$ cat src/rtl/mem_access_ctrl.sv
// Data-memory access stage: decodes load/store ops, aligns lanes, runs the
// req/ack handshake with a variable-latency memory and returns raw load words.
`timescale 1ns/1ps
module mem_access_ctrl #(
  parameter int unsigned TIMEOUT_CYCLES = 16
) (
  input  logic        clk,
  input  logic        rst_n,
  input  logic        ex_valid,
  input  logic [5:0]  ex_opcode,
  input  logic [31:0] ex_addr,
  input  logic [31:0] ex_wdata,
  output logic        stall,
  output logic        mem_req,
  output logic        mem_we,
  output logic [31:0] mem_addr,
  output logic [3:0]  mem_be,
  output logic [31:0] mem_wdata,
  input  logic        mem_ack,
  input  logic [31:0] mem_rdata,
  output logic        ld_valid,
  output logic [31:0] ld_data,
  output logic [1:0]  ld_offset,
  output logic [5:0]  ld_opcode,
  output logic        err_misaligned,
  output logic        err_timeout
);

  localparam int unsigned CNT_W = 8;
  localparam int unsigned OP_W  = 6;
  localparam int unsigned DW    = 32;

  localparam logic [OP_W-1:0] OP_LB  = 6'h20;
  localparam logic [OP_W-1:0] OP_LH  = 6'h21;
  localparam logic [OP_W-1:0] OP_LW  = 6'h23;
  localparam logic [OP_W-1:0] OP_LBU = 6'h24;
  localparam logic [OP_W-1:0] OP_LHU = 6'h25;
  localparam logic [OP_W-1:0] OP_SB  = 6'h28;
  localparam logic [OP_W-1:0] OP_SH  = 6'h29;
  localparam logic [OP_W-1:0] OP_SW  = 6'h2B;

  localparam logic [CNT_W-1:0] CNT_LAST = CNT_W'(TIMEOUT_CYCLES - 1);

  typedef enum logic {IDLE, BUSY} state_e;

  state_e            state_q, state_d;
  logic [CNT_W-1:0]  cnt_q, cnt_d;
  logic              mem_req_q, mem_req_d;
  logic              mem_we_q, mem_we_d;
  logic [DW-1:0]     mem_addr_q, mem_addr_d;
  logic [3:0]        mem_be_q, mem_be_d;
  logic [DW-1:0]     mem_wdata_q, mem_wdata_d;
  logic [1:0]        req_offset_q, req_offset_d;
  logic [OP_W-1:0]   req_opcode_q, req_opcode_d;
  logic              ld_valid_q, ld_valid_d;
  logic [DW-1:0]     ld_data_q, ld_data_d;
  logic [1:0]        ld_offset_q, ld_offset_d;
  logic [OP_W-1:0]   ld_opcode_q, ld_opcode_d;
  logic              err_mis_q, err_mis_d;
  logic              err_to_q, err_to_d;

  logic              is_load, is_store, is_word, is_half, misaligned, accept;
  logic              timeout_hit;
  logic [3:0]        be_c;
  logic [DW-1:0]     wdata_c;

  // Opcode decode and alignment check
  always_comb begin
    is_load  = 1'b0;
    is_store = 1'b0;
    is_word  = 1'b0;
    is_half  = 1'b0;
    unique case (ex_opcode)
      OP_LB, OP_LBU: is_load = 1'b1;
      OP_LH, OP_LHU: begin is_load = 1'b1; is_half = 1'b1; end
      OP_LW:         begin is_load = 1'b1; is_word = 1'b1; end
      OP_SB:         is_store = 1'b1;
      OP_SH:         begin is_store = 1'b1; is_half = 1'b1; end
      OP_SW:         begin is_store = 1'b1; is_word = 1'b1; end
      default:       ;
    endcase
    misaligned = (is_word && (ex_addr[1:0] != 2'b00)) || (is_half && ex_addr[0]);
    accept     = rst_n && (state_q == IDLE) && ex_valid && (is_load || is_store) && !misaligned;
  end

  // Store lane placement; halfword lanes are big-endian within the word
  always_comb begin
    be_c    = 4'b1111;
    wdata_c = ex_wdata;
    if (ex_opcode == OP_SB) begin
      be_c    = 4'(4'b0001 << ex_addr[1:0]);
      wdata_c = {4{ex_wdata[7:0]}};
    end else if (ex_opcode == OP_SH) begin
      be_c    = ex_addr[1] ? 4'b0011 : 4'b1100;
      wdata_c = {2{ex_wdata[15:0]}};
    end
  end

  assign timeout_hit = (state_q == BUSY) && !mem_ack && (cnt_q == CNT_LAST);
  assign stall       = accept || ((state_q == BUSY) && !mem_ack && !timeout_hit);

  // Next-state and registered output logic
  always_comb begin
    state_d      = state_q;
    cnt_d        = cnt_q;
    mem_req_d    = mem_req_q;
    mem_we_d     = mem_we_q;
    mem_addr_d   = mem_addr_q;
    mem_be_d     = mem_be_q;
    mem_wdata_d  = mem_wdata_q;
    req_offset_d = req_offset_q;
    req_opcode_d = req_opcode_q;
    ld_valid_d   = 1'b0;
    ld_data_d    = ld_data_q;
    ld_offset_d  = ld_offset_q;
    ld_opcode_d  = ld_opcode_q;
    err_mis_d    = 1'b0;
    err_to_d     = 1'b0;
    unique case (state_q)
      IDLE: begin
        err_mis_d = ex_valid && (is_load || is_store) && misaligned;
        if (accept) begin
          state_d      = BUSY;
          cnt_d        = '0;
          mem_req_d    = 1'b1;
          mem_we_d     = is_store;
          mem_addr_d   = {ex_addr[31:2], 2'b00};
          mem_be_d     = be_c;
          mem_wdata_d  = wdata_c;
          req_offset_d = ex_addr[1:0];
          req_opcode_d = ex_opcode;
        end
      end
      BUSY: begin
        cnt_d = cnt_q + CNT_W'(1);
        if (mem_ack || timeout_hit) begin
          state_d   = IDLE;
          cnt_d     = '0;
          mem_req_d = 1'b0;
          err_to_d  = !mem_ack;
          if (!mem_we_q) begin
            ld_valid_d  = 1'b1;
            ld_data_d   = mem_ack ? mem_rdata : '0;
            ld_offset_d = req_offset_q;
            ld_opcode_d = req_opcode_q;
          end
        end
      end
      default: state_d = IDLE;
    endcase
  end

  always_ff @(posedge clk or negedge rst_n) begin
    if (!rst_n) begin
      state_q      <= IDLE;
      cnt_q        <= '0;
      mem_req_q    <= 1'b0;
      mem_we_q     <= 1'b0;
      mem_addr_q   <= '0;
      mem_be_q     <= '0;
      mem_wdata_q  <= '0;
      req_offset_q <= '0;
      req_opcode_q <= '0;
      ld_valid_q   <= 1'b0;
      ld_data_q    <= '0;
      ld_offset_q  <= '0;
      ld_opcode_q  <= '0;
      err_mis_q    <= 1'b0;
      err_to_q     <= 1'b0;
    end else begin
      state_q      <= state_d;
      cnt_q        <= cnt_d;
      mem_req_q    <= mem_req_d;
      mem_we_q     <= mem_we_d;
      mem_addr_q   <= mem_addr_d;
      mem_be_q     <= mem_be_d;
      mem_wdata_q  <= mem_wdata_d;
      req_offset_q <= req_offset_d;
      req_opcode_q <= req_opcode_d;
      ld_valid_q   <= ld_valid_d;
      ld_data_q    <= ld_data_d;
      ld_offset_q  <= ld_offset_d;
      ld_opcode_q  <= ld_opcode_d;
      err_mis_q    <= err_mis_d;
      err_to_q     <= err_to_d;
    end
  end

  assign mem_req        = mem_req_q;
  assign mem_we         = mem_we_q;
  assign mem_addr       = mem_addr_q;
  assign mem_be         = mem_be_q;
  assign mem_wdata      = mem_wdata_q;
  assign ld_valid       = ld_valid_q;
  assign ld_data        = ld_data_q;
  assign ld_offset      = ld_offset_q;
  assign ld_opcode      = ld_opcode_q;
  assign err_misaligned = err_mis_q;
  assign err_timeout    = err_to_q;

endmodule

$ cat config.mk
export PLATFORM = sky130hd
export DESIGN_NAME = mem_access_ctrl
export DESIGN_NICKNAME = d
export VERILOG_FILES = /design/src/rtl/mem_access_ctrl.sv
export SDC_FILE = /design/constraint.sdc
export NUM_CORES = 1
export LEC_CHECK = 0
export ABC_AREA = 1
export ABC_CLOCK_PERIOD_IN_PS = 1980
export CAP_MARGIN = 30
export CELL_PAD_IN_SITES_DETAIL_PLACEMENT = 1
export CELL_PAD_IN_SITES_GLOBAL_PLACEMENT = 1
export CORE_UTILIZATION = 32
export DETAILED_ROUTE_END_ITERATION = 10
export PLACE_DENSITY_LB_ADDON = 0.1
export SLEW_MARGIN = 20
export SYNTH_ARGS = -nofsm -noshare
export SYNTH_HDL_FRONTEND = slang
export SYNTH_SLANG_ARGS = --single-unit
$ cat constraint.sdc
create_clock -name clk -period 1.98 [get_ports clk]
set_clock_uncertainty 0.2 [all_clocks]
set_input_delay 0.396 -clock clk [delete_from_list [all_inputs] [get_ports clk]]
set_output_delay 0.396 -clock clk [all_outputs]
set_load 0.01 [all_outputs]
Word-level counts from Yosys, hierarchy flattened
Index checks and enable logic that the tools add are counted.
Word-level totals
  register bits after elaboration: 128
  bits in latches: 0
  RAM bits: 0
  ROM bits: 0
  input port bits: 106
  logic and storage cells: 81
  memories: 0
Operators by class
  $add $sub $neg: 1
  $mul: 0
  div/mod/pow operators: 0
  magnitude comparators: 0
  eq/ne operators: 11
  shift operators: 1
  muxes and demuxes: 25
  bitwise gates (word level): 2
  reductions and logical operators: 26
Operator list (count)
  2-to-1 mux 32 bit: 3
  equality test 6 bit (second input constant): 8
  2-to-1 mux 8 bit: 2
  one-hot mux 8 bit (2 select lines): 1
  2-to-1 mux 1 bit: 14
  2-to-1 mux 4 bit: 3
  logical AND 1 bit: 11
  adder 8 x 1 -> 8 bit (second input constant): 1
  equality test 8 x 4 -> 1 bit (second input constant): 1
  OR reduction 3 bit: 2
  OR reduction 5 bit: 1
  logical OR 1 bit: 4
  one-hot mux 1 bit (2 select lines): 2
  AND reduction 2 bit: 2
  left shift 1 x 2 -> 4 bit (first input constant): 1
  zero test 1 bit: 3
  AND reduction 3 bit: 1
  != test 2 x 1 -> 1 bit (second input constant): 1
  != test 2 bit (second input constant): 1
  inverter 1 bit: 2
  nonzero test 2 bit: 1
  OR reduction 2 bit: 1

Logic depth before layout (Yosys ltp)
  word-level depth: 9
  depth in mapped cells: 11

Worst setup path after synthesis
Ideal clock, no wire load.
  kind: input port to output port
  start point: in ex_opcode[5]
  end point: out stall
  arrival: 1.382 ns
  data required time: 1.384 ns
  slack: 0.002 ns
  stages: 10
  buffers on the path: 2
  cell sequence: inv_1 nor2_4 nand2_1 nor2_1 nor2_1 nand2_1 nand3_2 buf_6 buf_6 o21ai_1
Between the ends
  cells in the longest elaborated chain, start to end: 8
  elaborated cells on any way between the ends: 24
  classes of those cells: eq/ne: 8; mux: 4; reduce/logical: 12
Ends and longest elaborated chain
  start: declaration: line 10  | input logic [5:0] ex_opcode,
  equality test 6 bit: line 73  | unique case (ex_opcode)
  OR reduction 3 bit (no source line) or OR reduction 2 bit (tied branches)
  2-to-1 mux 1 bit: line 73
  logical AND 1 bit: line 82  | misaligned = (is_word && (ex_addr[1:0] != 2'b00)) || (is_half && ex_addr[0]);
  logical OR 1 bit: line 82
  zero test 1 bit: line 83  | accept = rst_n && (state_q == IDLE) && ex_valid && (is_load || is_store) && !misaligned;
  logical AND 1 bit (*): line 83
  logical OR 1 bit (*): line 100  | assign stall = accept || ((state_q == BUSY) && !mem_ack && !timeout_hit);
  end: declaration: line 13  | output logic stall,
Every way passes the cells marked *; elsewhere a longest branch is shown, timed or not.

Worst setup path after layout
  start point: reg cnt_q[0]
  end point: out stall
Between the ends
  cells in the longest elaborated chain, start to end: 5
Ends and longest elaborated chain
  start: declaration: line 47  | logic [CNT_W-1:0] cnt_q, cnt_d;
  start signal: assignment: line 172  | cnt_q <= cnt_d;
  equality test 8 x 4 -> 1 bit: line 99  | assign timeout_hit = (state_q == BUSY) && !mem_ack && (cnt_q == CNT_LAST);
  logical AND 1 bit: line 99
  zero test 1 bit: line 100
  logical AND 1 bit: line 100
  logical OR 1 bit: line 100
No other way between the ends.

==> summary.md <==
The synthesized design spends more area on one cell type than any other, namely sky130_fd_sc_hd__dfrtp_1. Broken down by cell family, the worst path's largest delay share belongs to simple AND/OR/NAND/NOR gates. The flow ran to the end, but the final reports show violations. By area the synthesized netlist is led by sky130_fd_sc_hd__dfrtp_1, sky130_fd_sc_hd__nand2_1, sky130_fd_sc_hd__nand3_1.

The signed area change from the synthesized netlist to the final layout was 74.4%; the highest net fanout along the worst path was 2. Met2 track demand over resource: 0.378. The total of fill cells in the finished design came out at 1977. The critical path in this run is classified as reg2out. The half-perimeter wire length after detailed placement was 13500 µm.

In this run, synthesis produced a sequential element count of 128. For the slack of the critical path, the log shows -354 ps. The chip height was 136 µm; the worst-case clock buffer depth was 2.

The H-tree was split into 4 levels. The count of port buffers added during placement is 217. Leaving out fill and tap cells, the most frequent cell in the layout is sky130_fd_sc_hd__nand2_1. The library cell contributing the largest single delay on the critical path was sky130_fd_sc_hd__dfrtp_1.

Across the run, the number of max-cap violations was 0. OpenSTA, run right after detailed placement, puts the worst setup slack at -874 ps. For the number of search-and-repair iterations in the first detailed-routing pass, the log shows 4.

Setup repair after global routing could not meet its margin everywhere. The tightest min-delay check is of the in2async type. The average cell area after synthesis is 8.50 µm², and the clock-pin slew of the registers on the worst-case setup and hold paths is 60 ps. The global-route wire length before repair was 30600 µm; the net switching power of the design was 2.98 mW. The power density relative to cell area was 1020 nW/µm²; the power share of the combinational group was 0.293.

The number of max-slew violations in the final report is 0, and the global routing met1 resource utilization is 0.252. Entering global routing, the biggest net connects 54 pins. The overall global routing resource usage was 0.216; the portion of the post-synthesis area used by sequential elements was 0.555.

Initial standard-cell utilization of the core: 0.330. The leakage power summed over all cells is 5.33 nW, and the count of vias placed by the detailed router is 5757. Summed over all failing endpoints, the final setup total negative slack is -6650 ps. The standard-cell row count was 48. The run gives 0.341 as the clock share of power. The run gives 0.576 as the end-of-flow core utilization.

For the maximum clock frequency, the log shows 429 MHz. The internal reg-to-reg setup slack came out at -210 ps. The number of buffers and inverters on the critical path is 2, and the average vias per placed instance is 4.80.

For this run, design rule violations remaining after detail routing come to 0. Measured in cells, the most critical reg-to-reg path has a length of 13. The fraction of the cycle the final worst path needs works out to 1.18. The die outline width is 136 µm, and the iteration-0 DRC count of the detailed router is 165. The final estimated routing congestion in global placement is 0.818. The layout cell share with drive strength beyond 1 works out to 0.226. TritonCTS built the clock tree. The number of nets in the final layout was 1067; the count of mapped cells out of synthesis was 679. STA classifies the critical path endpoint as an output port. The run gives 0.366 as the sequential share of power. Across the VDD grid, the largest voltage drop is 0.653 mV. The start of the worst register-to-register path is cnt_q[1]$_DFFE_PN0P_. At the pin with the least slew margin, the transition time is 716 ps. The number of clock buffers inserted by TritonCTS was 17. Setup violations remaining at the end of the flow were counted as 49. The final hold violation count was 50. The core region is 17500 µm². The data arrival time of the critical path came out at 1740 ps. Counting every sink on the clock net gives 128. The final reports fail on hold timing, setup timing. Minimum hold slack: -71.1 ps. The count of nets left with antenna violations once routing finished came out at 0.

The die covers 18600 µm². The worst setup path is launched from a flip-flop. The logs give 7.32 mW for the internal portion of total power and 0.0626 for the met3 usage in global routing. The switching share of power is 0.289. The number of global-route vias before repair was 5942; the highest cell delay on the worst timing path was 380 ps. The end of the worst register-to-register path is ld_data[30]$_DFFE_PN0P_. The worst relative slew slack is 0.523, and the final period demand of the worst path is 2330 ps. At the worst endpoint, the required time is 1380 ps.

The tools report the CTS root buffer as sky130_fd_sc_hd__clkbuf_16. The tools report the number of distinct library cell variants in the gate-level netlist after synthesis as 30. The cell area that synthesis handed to floorplanning was 5770 µm². The area share of the leading cell type in the synthesized netlist came out at 0.555. The number of antenna violations at the first check in global routing was 2; the clock latency reported for the late side of the worst-skew pair was 420 ps.

For this run the aggregate overflow at the end of global routing stands at 0. Layer with the highest usage after global routing: met2. The Yosys step of the flow raised 0 warnings. The tools report the I/O pin total as 220. The signal on the critical path passes through ha_2 > nand2_2 > inv_2 > nand2_4 > nor2_4 > or2_4 > o21ai_2 > buf_6. In the layout the commonest cells are sky130_fd_sc_hd__nand2_1, sky130_fd_sc_hd__clkdlybuf4s50_1, sky130_fd_sc_hd__dfrtp_1, sky130_fd_sc_hd__nand3_1, sky130_fd_sc_hd__buf_4. The average wire length per cell after detail routing came out at 18.4 µm. Summed over all layers, the routed wires come to 22100 µm.
state kept, by name, indices dropped and copies added (netlist names):
signal,flops
req_offset_q,2
ld_valid,1
mem_we,1
ld_opcode,6
err_misaligned,1
state_q,1
mem_req,1
mem_wdata,32
ld_data,32
err_timeout,1
cnt_q,8
mem_be,4
ld_offset,2
req_opcode_q,6
mem_addr,30
cells by family (layout without fill, tap and decap cells):
group	after synthesis	in the layout	synth area share
and+or+nand+nor	385	385	0.274
DFF	128	128	0.555
AOI/OAI and AO/OA	89	89	0.0953
xor gates and xnor gates	4	4	0.00607
adders and majority gates	1	1	0.00217
other	1	4	0.000649
buffers and inverters	71	364	0.0667
per-stage QoR:
stage	cells	area, µm²	total power [mW]
after floorplan	680	5780	4.69
after global placement	1137	8500	6.49
after detailed placement	1137	8500	6.60
after CTS	1176	9280	10.2
after global routing	1200	10100	10.8
final	1200	10100	10.3
worst register-to-register path, stage by stage, from the launching register on:
cell and delay, ps:
sky130_fd_sc_hd__dfrtp_1 360, sky130_fd_sc_hd__ha_2 190, sky130_fd_sc_hd__nand2_2 60, sky130_fd_sc_hd__inv_2 80, sky130_fd_sc_hd__nand2_4 70, sky130_fd_sc_hd__nor2_4 130, sky130_fd_sc_hd__or2_4 150, sky130_fd_sc_hd__buf_4 100
sky130_fd_sc_hd__buf_6 100, sky130_fd_sc_hd__nand3_4 160, sky130_fd_sc_hd__buf_12 210, sky130_fd_sc_hd__clkbuf_16 170, sky130_fd_sc_hd__nand2_4 60, sky130_fd_sc_hd__o21ai_2 50
power by group through the flow:
| stage | logic [mW] | clock network (mW) | registers (mW) |
|---|---|---|---|
| 2_1_floorplan | 0.714 | 0 | 3.97 |
| 4_1_cts | 2.89 | 3.57 | 3.70 |
| 6_report | 3.01 | 3.51 | 3.77 |
| 5_1_grt | 3.28 | 3.69 | 3.86 |
| 3_5_place_dp | 2.88 | 0 | 3.73 |
| 3_3_place_gp | 2.80 | 0 | 3.69 |
cell usage after synthesis, drive strengths merged:
master and count:
clkbuf 8, nand2 293, a21boi 8, nor3 4, buf 30, nand4 2
o21ai 76, inv 33, dfrtp 128, nand3 61, conb 1, nor4 1
xor2 3, xnor2 1, nor2 23, or2 1, ha 1, a21oi 1
o211ai 4
metal layers:
metal / wire length, µm / share of wire
met1: 9130 / 0.41
met5: 0 / 0
met4: 248 / 0.011
met3: 1260 / 0.057
met2: 11500 / 0.52
worst max-delay path by stage:
stage,slack [ps],from,end,cells past startpoint
floorplan,2,ex_opcode[5],stall,10
global placement,-770,ex_opcode[0],stall,10
detailed placement,-870,ex_opcode[0],stall,10
CTS,-380,cnt_q[1]$_DFFE_PN0P_,stall,8
global route,-440,cnt_q[0]$_DFFE_PN0P_,stall,8
finish,-350,cnt_q[0]$_DFFE_PN0P_,stall,8
cell type report:
cell class	count	area [µm²]	share of cell area
Clock buffer	23	478	0.0475
Inverter	33	129	0.0128
Clock inverter	9	179	0.0178
Sequential cell	128	3200	0.318
Multi-Input combinational cell	481	2510	0.249
Tap cell	225	282	0.0280
Antenna cell	2	5.00	0.000497
Timing Repair Buffer	299	3290	0.326
timing repair:
item	4_1_cts	5_1_grt
cloned	1	14
hold endpoints to repair	50	50
pin swaps	6	14
setup buffers	6	8
setup endpoints to repair	114	131
resized for setup	29	146
Note: power is estimated with default switching activity, not from simulation.
